==> src/rtl/vec_pkg.sv <==
// vec_pkg: shared definitions for the vector memory sequencer.
//   VLEN_DEFAULT - default vector register width in bits
//   WORD_BYTES   - bytes per memory beat (also the unit stride)
//   NBEATS       - beats per vector at the default width
//   vec_state_e  - sequencer FSM states
//   nbeats_of()  - beats per vector for an arbitrary VLEN
package vec_pkg;

  localparam int unsigned VLEN_DEFAULT = 128;
  localparam int unsigned WORD_BYTES   = 4;
  localparam int unsigned NBEATS       = VLEN_DEFAULT / 32;

  typedef enum logic [1:0] {
    StIdle,
    StAccess,
    StWb
  } vec_state_e;

  function automatic int unsigned nbeats_of(input int unsigned vlen);
    return vlen / 32;
  endfunction

endpackage

==> src/rtl/vec_addr_gen.sv <==
// vec_addr_gen: beat address generator for vector loads/stores.
// Holds the current beat address; loads base/stride at operation start and
// adds the latched stride each time a beat completes (mod 2^32).
// Ports:
//   clk, rst_n  - clock, asynchronous active-low reset
//   load        - accept base/stride (operation start)
//   advance     - current beat completed, step to the next address
//   base        - first beat address
//   stride      - byte distance between beats
//   addr        - address of the current beat
module vec_addr_gen (
  input  logic        clk,
  input  logic        rst_n,
  input  logic        load,
  input  logic        advance,
  input  logic [31:0] base,
  input  logic [31:0] stride,
  output logic [31:0] addr
);

  logic [31:0] addr_q;
  logic [31:0] stride_q;

  always_ff @(posedge clk or negedge rst_n) begin
    if (!rst_n) begin
      addr_q   <= '0;
      stride_q <= '0;
    end else if (load) begin
      addr_q   <= base;
      stride_q <= stride;
    end else if (advance) begin
      addr_q   <= addr_q + stride_q;
    end
  end

  assign addr = addr_q;

endmodule

==> src/rtl/vec_mem_sequencer.sv <==
// vec_mem_sequencer: sequences a VLD/VST into VLEN/32 single-word beats on a
// data-memory port shared with the scalar LSU.
// Build option: define VEC_STRIDE_EN to add the stride input; otherwise the
// stride is fixed at 4 bytes (unit stride).
// Ports:
//   clk, rst_n                  - clock, asynchronous active-low reset
//   start, is_load, base_addr,
//   [stride,] vd, vs_data       - vector issue, sampled on an accepted start
//   scalar_*                    - scalar LSU request (pass-through when idle)
//   mem_*                       - shared data-memory port
//   vwe, vwaddr, vwdata         - vector register-file write port
//   busy                        - operation in flight (ACCESS or WB)
//   scalar_stall                - scalar request blocked while busy
//   done                        - one-cycle completion pulse
//   misalign_err                - one-cycle pulse, start with unaligned base
module vec_mem_sequencer
  import vec_pkg::*;
#(
  parameter int unsigned VLEN    = VLEN_DEFAULT,
  parameter int unsigned VREG_AW = 5
) (
  input  logic               clk,
  input  logic               rst_n,
  input  logic               start,
  input  logic               is_load,
  input  logic [31:0]        base_addr,
`ifdef VEC_STRIDE_EN
  input  logic [31:0]        stride,
`endif
  input  logic [VREG_AW-1:0] vd,
  input  logic [VLEN-1:0]    vs_data,
  input  logic               scalar_req,
  input  logic               scalar_we,
  input  logic [31:0]        scalar_addr,
  input  logic [31:0]        scalar_wdata,
  input  logic [31:0]        scalar_mask,
  output logic               mem_re,
  output logic               mem_we,
  output logic [31:0]        mem_addr,
  output logic [31:0]        mem_wdata,
  output logic [31:0]        mem_mask,
  input  logic [31:0]        mem_rdata,
  input  logic               mem_ready,
  output logic               vwe,
  output logic [VREG_AW-1:0] vwaddr,
  output logic [VLEN-1:0]    vwdata,
  output logic               busy,
  output logic               scalar_stall,
  output logic               done,
  output logic               misalign_err
);

  localparam int unsigned NB = nbeats_of(VLEN);
  localparam int unsigned BW = (NB > 1) ? $clog2(NB) : 1;
  localparam logic [BW-1:0] LastBeat = BW'(NB - 1);

  vec_state_e         st_q;
  logic [BW-1:0]      beat_q;
  logic               is_load_q;
  logic [VREG_AW-1:0] vd_q;
  logic [VLEN-1:0]    vs_q;
  logic [VLEN-1:0]    buf_q;
  logic               misalign_q;

  logic        start_ok;
  logic        start_bad;
  logic        beat_fire;
  logic        last_beat;
  logic [31:0] stride_eff;
  logic [31:0] vec_addr;

`ifdef VEC_STRIDE_EN
  assign stride_eff = stride;
`else
  assign stride_eff = 32'(WORD_BYTES);
`endif

  // A start while busy is ignored; only IDLE looks at it.
  assign start_ok  = (st_q == StIdle) && start && (base_addr[1:0] == 2'b00);
  assign start_bad = (st_q == StIdle) && start && (base_addr[1:0] != 2'b00);
  assign beat_fire = (st_q == StAccess) && mem_ready;
  assign last_beat = (beat_q == LastBeat);

  vec_addr_gen u_addr_gen (
    .clk     (clk),
    .rst_n   (rst_n),
    .load    (start_ok),
    .advance (beat_fire),
    .base    (base_addr),
    .stride  (stride_eff),
    .addr    (vec_addr)
  );

  always_ff @(posedge clk or negedge rst_n) begin
    if (!rst_n) begin
      st_q       <= StIdle;
      beat_q     <= '0;
      is_load_q  <= 1'b0;
      vd_q       <= '0;
      vs_q       <= '0;
      buf_q      <= '0;
      misalign_q <= 1'b0;
    end else begin
      misalign_q <= start_bad;
      unique case (st_q)
        StIdle: begin
          if (start_ok) begin
            st_q      <= StAccess;
            beat_q    <= '0;
            is_load_q <= is_load;
            vd_q      <= vd;
            vs_q      <= vs_data;
          end
        end
        StAccess: begin
          if (mem_ready) begin
            if (is_load_q) begin
              buf_q[{beat_q, 5'd0} +: 32] <= mem_rdata;
            end
            if (last_beat) begin
              beat_q <= '0;
              st_q   <= is_load_q ? StWb : StIdle;
            end else begin
              beat_q <= beat_q + 1'b1;
            end
          end
        end
        StWb: begin
          st_q <= StIdle;
        end
        default: begin
          st_q <= StIdle;
        end
      endcase
    end
  end

  // Shared memory port: scalar pass-through when idle, vector beats in ACCESS,
  // nothing during the writeback cycle.
  always_comb begin
    mem_re       = 1'b0;
    mem_we       = 1'b0;
    mem_addr     = '0;
    mem_wdata    = '0;
    mem_mask     = '0;
    scalar_stall = 1'b0;
    unique case (st_q)
      StIdle: begin
        mem_re    = scalar_req & ~scalar_we;
        mem_we    = scalar_req & scalar_we;
        mem_addr  = scalar_addr;
        mem_wdata = scalar_wdata;
        mem_mask  = scalar_mask;
      end
      StAccess: begin
        mem_re       = is_load_q;
        mem_we       = ~is_load_q;
        mem_addr     = vec_addr;
        mem_wdata    = vs_q[{beat_q, 5'd0} +: 32];
        mem_mask     = 32'hFFFF_FFFF;
        scalar_stall = scalar_req;
      end
      StWb: begin
        scalar_stall = scalar_req;
      end
      default: begin
        scalar_stall = scalar_req;
      end
    endcase
  end

  assign busy         = (st_q != StIdle);
  assign vwe          = (st_q == StWb);
  assign vwaddr       = vd_q;
  assign vwdata       = buf_q;
  assign misalign_err = misalign_q;
  // Stores finish in the cycle of the last accepted beat; loads one cycle later in WB.
  assign done = (st_q == StWb) ||
                ((st_q == StAccess) && !is_load_q && mem_ready && last_beat);

endmodule

==> config.mk <==
export PLATFORM = sky130hd
export DESIGN_NAME = vec_mem_sequencer
export DESIGN_NICKNAME = d
export VERILOG_FILES = /design/src/rtl/vec_pkg.sv /design/src/rtl/vec_addr_gen.sv /design/src/rtl/vec_mem_sequencer.sv
export SDC_FILE = /design/constraint.sdc
export NUM_CORES = 1
export LEC_CHECK = 0
export CORE_AREA = 4 4 205 207
export DETAILED_ROUTE_END_ITERATION = 8
export DIE_AREA = 0 0 209 211
export PLACE_DENSITY = 0.66
export SKIP_CTS_REPAIR_TIMING = 1
export SLEW_MARGIN = 0
export SYNTH_ARGS = -nofsm -noshare
export SYNTH_HDL_FRONTEND = slang
export SYNTH_SLANG_ARGS = --single-unit
==> constraint.sdc <==
create_clock -name clk -period 3.2 [get_ports clk]
set_input_delay 0.64 -clock clk [delete_from_list [all_inputs] [get_ports clk]]
set_output_delay 0.64 -clock clk [all_outputs]
set_load 0.005 [all_outputs]
### After elaboration in Yosys (flattened, before gate mapping)

Index checks and enable logic that the tools add are counted.

* output and inout bits: 236
* logic and storage cells: 62
* bits in registers: 300

* bitwise gates (word level): 4
* shift operators: 3
* reduce and logical (&&, ||, !) cells: 19
* muxes and demuxes: 18
* add/sub/neg operators: 3
* equal/unequal tests: 6

Operator list (number)
* 32-bit case mux with 2 select lines: 3
* 128-bit bitwise mux: 1
* 32-bit by 9-bit variable shift with 128-bit output (first input constant): 1
* 128-bit by 8-bit variable part select with 32-bit output: 1
* 32-bit by 9-bit variable part select with 128-bit output: 1
* 32-bit 2-to-1 mux: 2
* 32-bit by 3-bit adder with 32-bit output: 1
* 2-bit 2-to-1 mux: 7
* 7-bit negation with 9-bit output: 1
* 3-bit AND reduction: 3
* 2-bit case mux with 2 select lines: 2
* 2-bit nonzero test: 4
* 1-bit logical AND: 7
* 2-bit != test (second input constant): 3
* 2-bit equality test (second input constant): 2
* 2-bit zero test: 2
* 1-bit case mux with 2 select lines: 2
* 2-bit by 1-bit adder with 2-bit output (second input constant): 1
* 1-bit AND: 2
* 2-bit by 1-bit equality test with 1-bit output (second input constant): 1
* 1-bit inverter: 2
* 2-bit AND reduction: 1
* 1-bit zero test: 1
* 1-bit logical OR: 1
* 1-bit 2-to-1 mux: 1

### Logic depth before layout (Yosys ltp)

* depth in word-level cells: 5
* mapped depth: 8
* mapped depth without buffers: 7

### Modules after synthesis

From an unflattened synthesis, not the netlist that was laid out.

* cell total of the unflattened synthesis: 1621
* area, all modules: 17018.8 sq um

By module, submodules not included
* vec_mem_sequencer: seq. area each 6681.4 sq um, area each 12778.5 sq um, cells each 1190, instances 1
* vec_addr_gen: seq. area each 1601.5 sq um, area each 4240.3 sq um, cells each 431, instances 1

### Worst setup path after synthesis

Ideal clock, no wire load.

* path type: register to output
* from: register beat_q[0]
* to: output port mem_wdata[10]
* arrival time: 1.649 ns
* path slack: 0.911 ns
* buffers on the path: 2
* required time: 2.560 ns
* stages on the path, launching flop included: 6
* path through: dfrtp_1 > buf_2 > buf_2 > mux4_2 > mux2i_1 > nor2_1

* word-level cells in the longest chain between the ends: 2

Ends and longest elaborated chain
* from (decl): line vec_mem_sequencer.sv:58 `logic [BW-1:0] beat_q;`
* from (signal assigned): line vec_mem_sequencer.sv:124 `beat_q <= beat_q + 1'b1;`
* 128-bit by 8-bit variable part select with 32-bit output: line vec_mem_sequencer.sv:159 `mem_wdata = vs_q[{beat_q, 5'd0} +: 32];`
* 32-bit case mux with 2 select lines: line vec_mem_sequencer.sv:147 `unique case (st_q)`
* to (decl): line vec_mem_sequencer.sv:40 `output logic [31:0] mem_wdata,`

Every way passes these cells.

### Final worst setup path

* from: register beat_q[0]
* to: output port mem_wdata[1]

Same word-level chain as after synthesis.

==> out/metrics.yaml <==
global_routing:
  grt_pass1_vias: 12150
  grt_pass1_wl_mm: 72.83
  grt_overflow: 0
  grt_max_degree: 83
  antenna_found_initial: 5
  grt_usage: 0.2111
sta:
  fmax_ghz: 0.3228
  finalSetupViolCount: 0
  slew_viol_final: 0
  period_share: 0.9682
  max_slew_margin: 0.5887
  hold_violations: 0
  rsz0062_at_grt: "false"
  finClkSkew_ns: 0.01316
  hold_ws_ns: 0.06643
  worst_slew_pin_slew_ns: 0.6169
  fin_crit_ns: 3.098
worst_setup_path:
  cp-start-kind: "register"
  worstSetupPathType: "register to output port"
  crit_fanout: 6
  critPathRequiredTime_ns: 2.56
  r2r_cells: 9
  path_cells: "buf_12, mux4_2, mux2i_1, nor2_1, clkdlybuf4s50_1"
  critPathSlowestCell: "dfrtp_4"
  critPathCaptureType: "output port"
  arrival_ns: 2.46
  ff2ff_setup_slack_ns: 0.61
  slowest_delay_ns: 0.53
finish:
  final_common_cell: "clkdlybuf4s50_1"
  nets: 2164
  drive_above_1_share: 0.1507
  area_growth_pct: 51.25
  utilization: 0.5306
  final_area_sq_um: 21420
  filler_cell_count: 3588
  final_cell_mix: "clkdlybuf4s50_1, dfrtp_1, nand2_1, nor2_1, mux2_2"
clock_tree:
  clk_pin_slew_ns: 0.06
  clock_latency_ns: 0.53
  clock_sinks: 300
  cts_buffers: 35
  cts_root_buffer: "clkbuf_16"
  cts_max_path_buffers: 3
  cts.htree.levels: 2
  cts_tree: "done"
routing:
  ant_nets: 0
  drc: 0
  viasPerCell: 4.892
  drtPass1Iterations: 7
  totalWireLength_mm: 48.70
  routed-wl-met3_mm: 3.381
  vias: 11800
  wire_per_inst_um: 20.19
  met1Wirelength_mm: 19.67
  top_layer: "met5"
  wl_met2_mm: 24.32
  drtIter0Drc: 578
die:
  die_x_um: 209
  initial_core_util: 0.3508
  die_area_sq_um: 44100
  die_h_um: 211
  core-area_sq_um: 40370
  io_pins: 536
  std_cell_rows: 74
yosys:
  ys_seq_area_frac: 0.5301
  syn_inst: 1339
  synth_cell_type_count: 40
  synth-seq-cells: 300
  syn_avg_cell_area_sq_um: 10.58
  yosys_warnings: 0
  synth_fp_nets: 1648
  synth_area_sq_um: 14160
worst_hold_path:
  min_path_type: "primary input to async pin"
power_and_ir_drop:
  power_w: 0.01899
  power_leakage_nw: 8.939
  powerDensity_nw_per_um2: 886.4
  ir_drop_uv: 559.9
place:
  placed_cell_area_sq_um: 20260
  gp_congestion: 0.8601
  portBuffers: 535
  hpwl_mm: 35.92
outcome:
  status: "finished clean"
flow_run:
  cap_violations: 0
[stage by stage]
stage                     setup WS [ns]  instances  setup TNS, ns
after floorplan                  0.9109       1339              0
after global placement           0.4188       2345              0
after detailed placement         0.4208       2345              0
after CTS                       -0.1548       2405         -2.332
after global routing           0.001709       2411              0
final                            0.1019       2412              0
[state kept, by name, indices dropped and copies added, names as in the netlist]
name / count
u_addr_gen.addr: 32
vs_q: 128
st_q: 2
beat_q: 2
misalign_err: 1
is_load_q: 1
vwdata: 128
u_addr_gen.stride_q: 1
vwaddr: 5
[path summary, 6_finish.rpt]
kind | from | end
min reg2reg | vwdata[49] | vwdata[49]
max in group asynchronous | rst_n | st_q[1]
max | beat_q[0] | mem_wdata[1]
max reg2reg | beat_q[0] | vwdata[23]
min in group clk | vwdata[49] | vwdata[49]
min | rst_n | vs_q[100]
[layer usage]
metal,GRT usage,vias to the layer above
li1,-,5569
met1,0.2649,5770
met2,0.3580,382
met3,0.05867,72
met4,0.06593,6
met5,0,-
[synth_stat cells (all sizes together)]
cell	n	area, sq um
ha	9	112.6
dfrtp	300	7507
mux4	32	720.7
clkbuf	53	198.9
o21ai	128	640.6
a21oi	29	145.1
inv	4	15.01
and2	8	50.05
nand2b	1	6.260
nor3	2	10.01
nor4	4	58.81
mux2	135	1520
nand3	18	95.09
nor2b	1	6.260
nand4	12	105.1
nor2	168	630.6
xnor2	10	87.58
a31oi	2	12.51
nand2	273	1025
o31ai	1	7.510
and3	11	70.07
and4	4	37.54
and3b	1	8.760
nor3b	4	45.05
mux2i	64	640.6
buf	43	215.2
nand3b	1	7.510
xor2	18	157.7
nand4b	2	17.52
o22ai	1	6.260
[critical path: cells and delay by family (launching register included)]
| family | cells | cell delay, ns |
|---|---|---|
| buf+inv | 2 | 0.59 |
| flops | 1 | 0.53 |
| mux | 2 | 0.75 |
| simple gates | 1 | 0.07 |
[kinds of logic after synthesis]
logic type | Yosys count | synth area share
buffers and inverters | 100 | 0.03031
multiplexers | 231 | 0.2035
AO/OA/AOI/OAI | 161 | 0.05734
adder cells (fa/ha/maj) | 9 | 0.007952
flip-flops | 300 | 0.5301
AND/OR/NAND/NOR | 510 | 0.1535
XOR/XNOR | 28 | 0.01732
[final cells by class]
class	instances	area (sq um)	share of cell area
sequential	300	7520	0.3511
multi-input combinational	939	6285	0.2934
timing repair buffer	575	5843	0.2728
clock buffer	50	1002	0.04679
tap	532	665.6	0.03108
clock inverter	10	83.83	0.003914
inverter	4	15.01	0.0007010
antenna	2	5.005	0.0002337
[where the power goes]
| part | switching, W | total, W | internal, W |
|---|---|---|---|
| Clock | 0.00158 | 0.00384 | 0.00226 |
| Combinational | 0.00348 | 0.00851 | 0.00503 |
| Sequential | 0.00122 | 0.00663 | 0.00541 |
| Total | 0.00628 | 0.0190 | 0.0127 |
(Power assumes the default switching activity.)
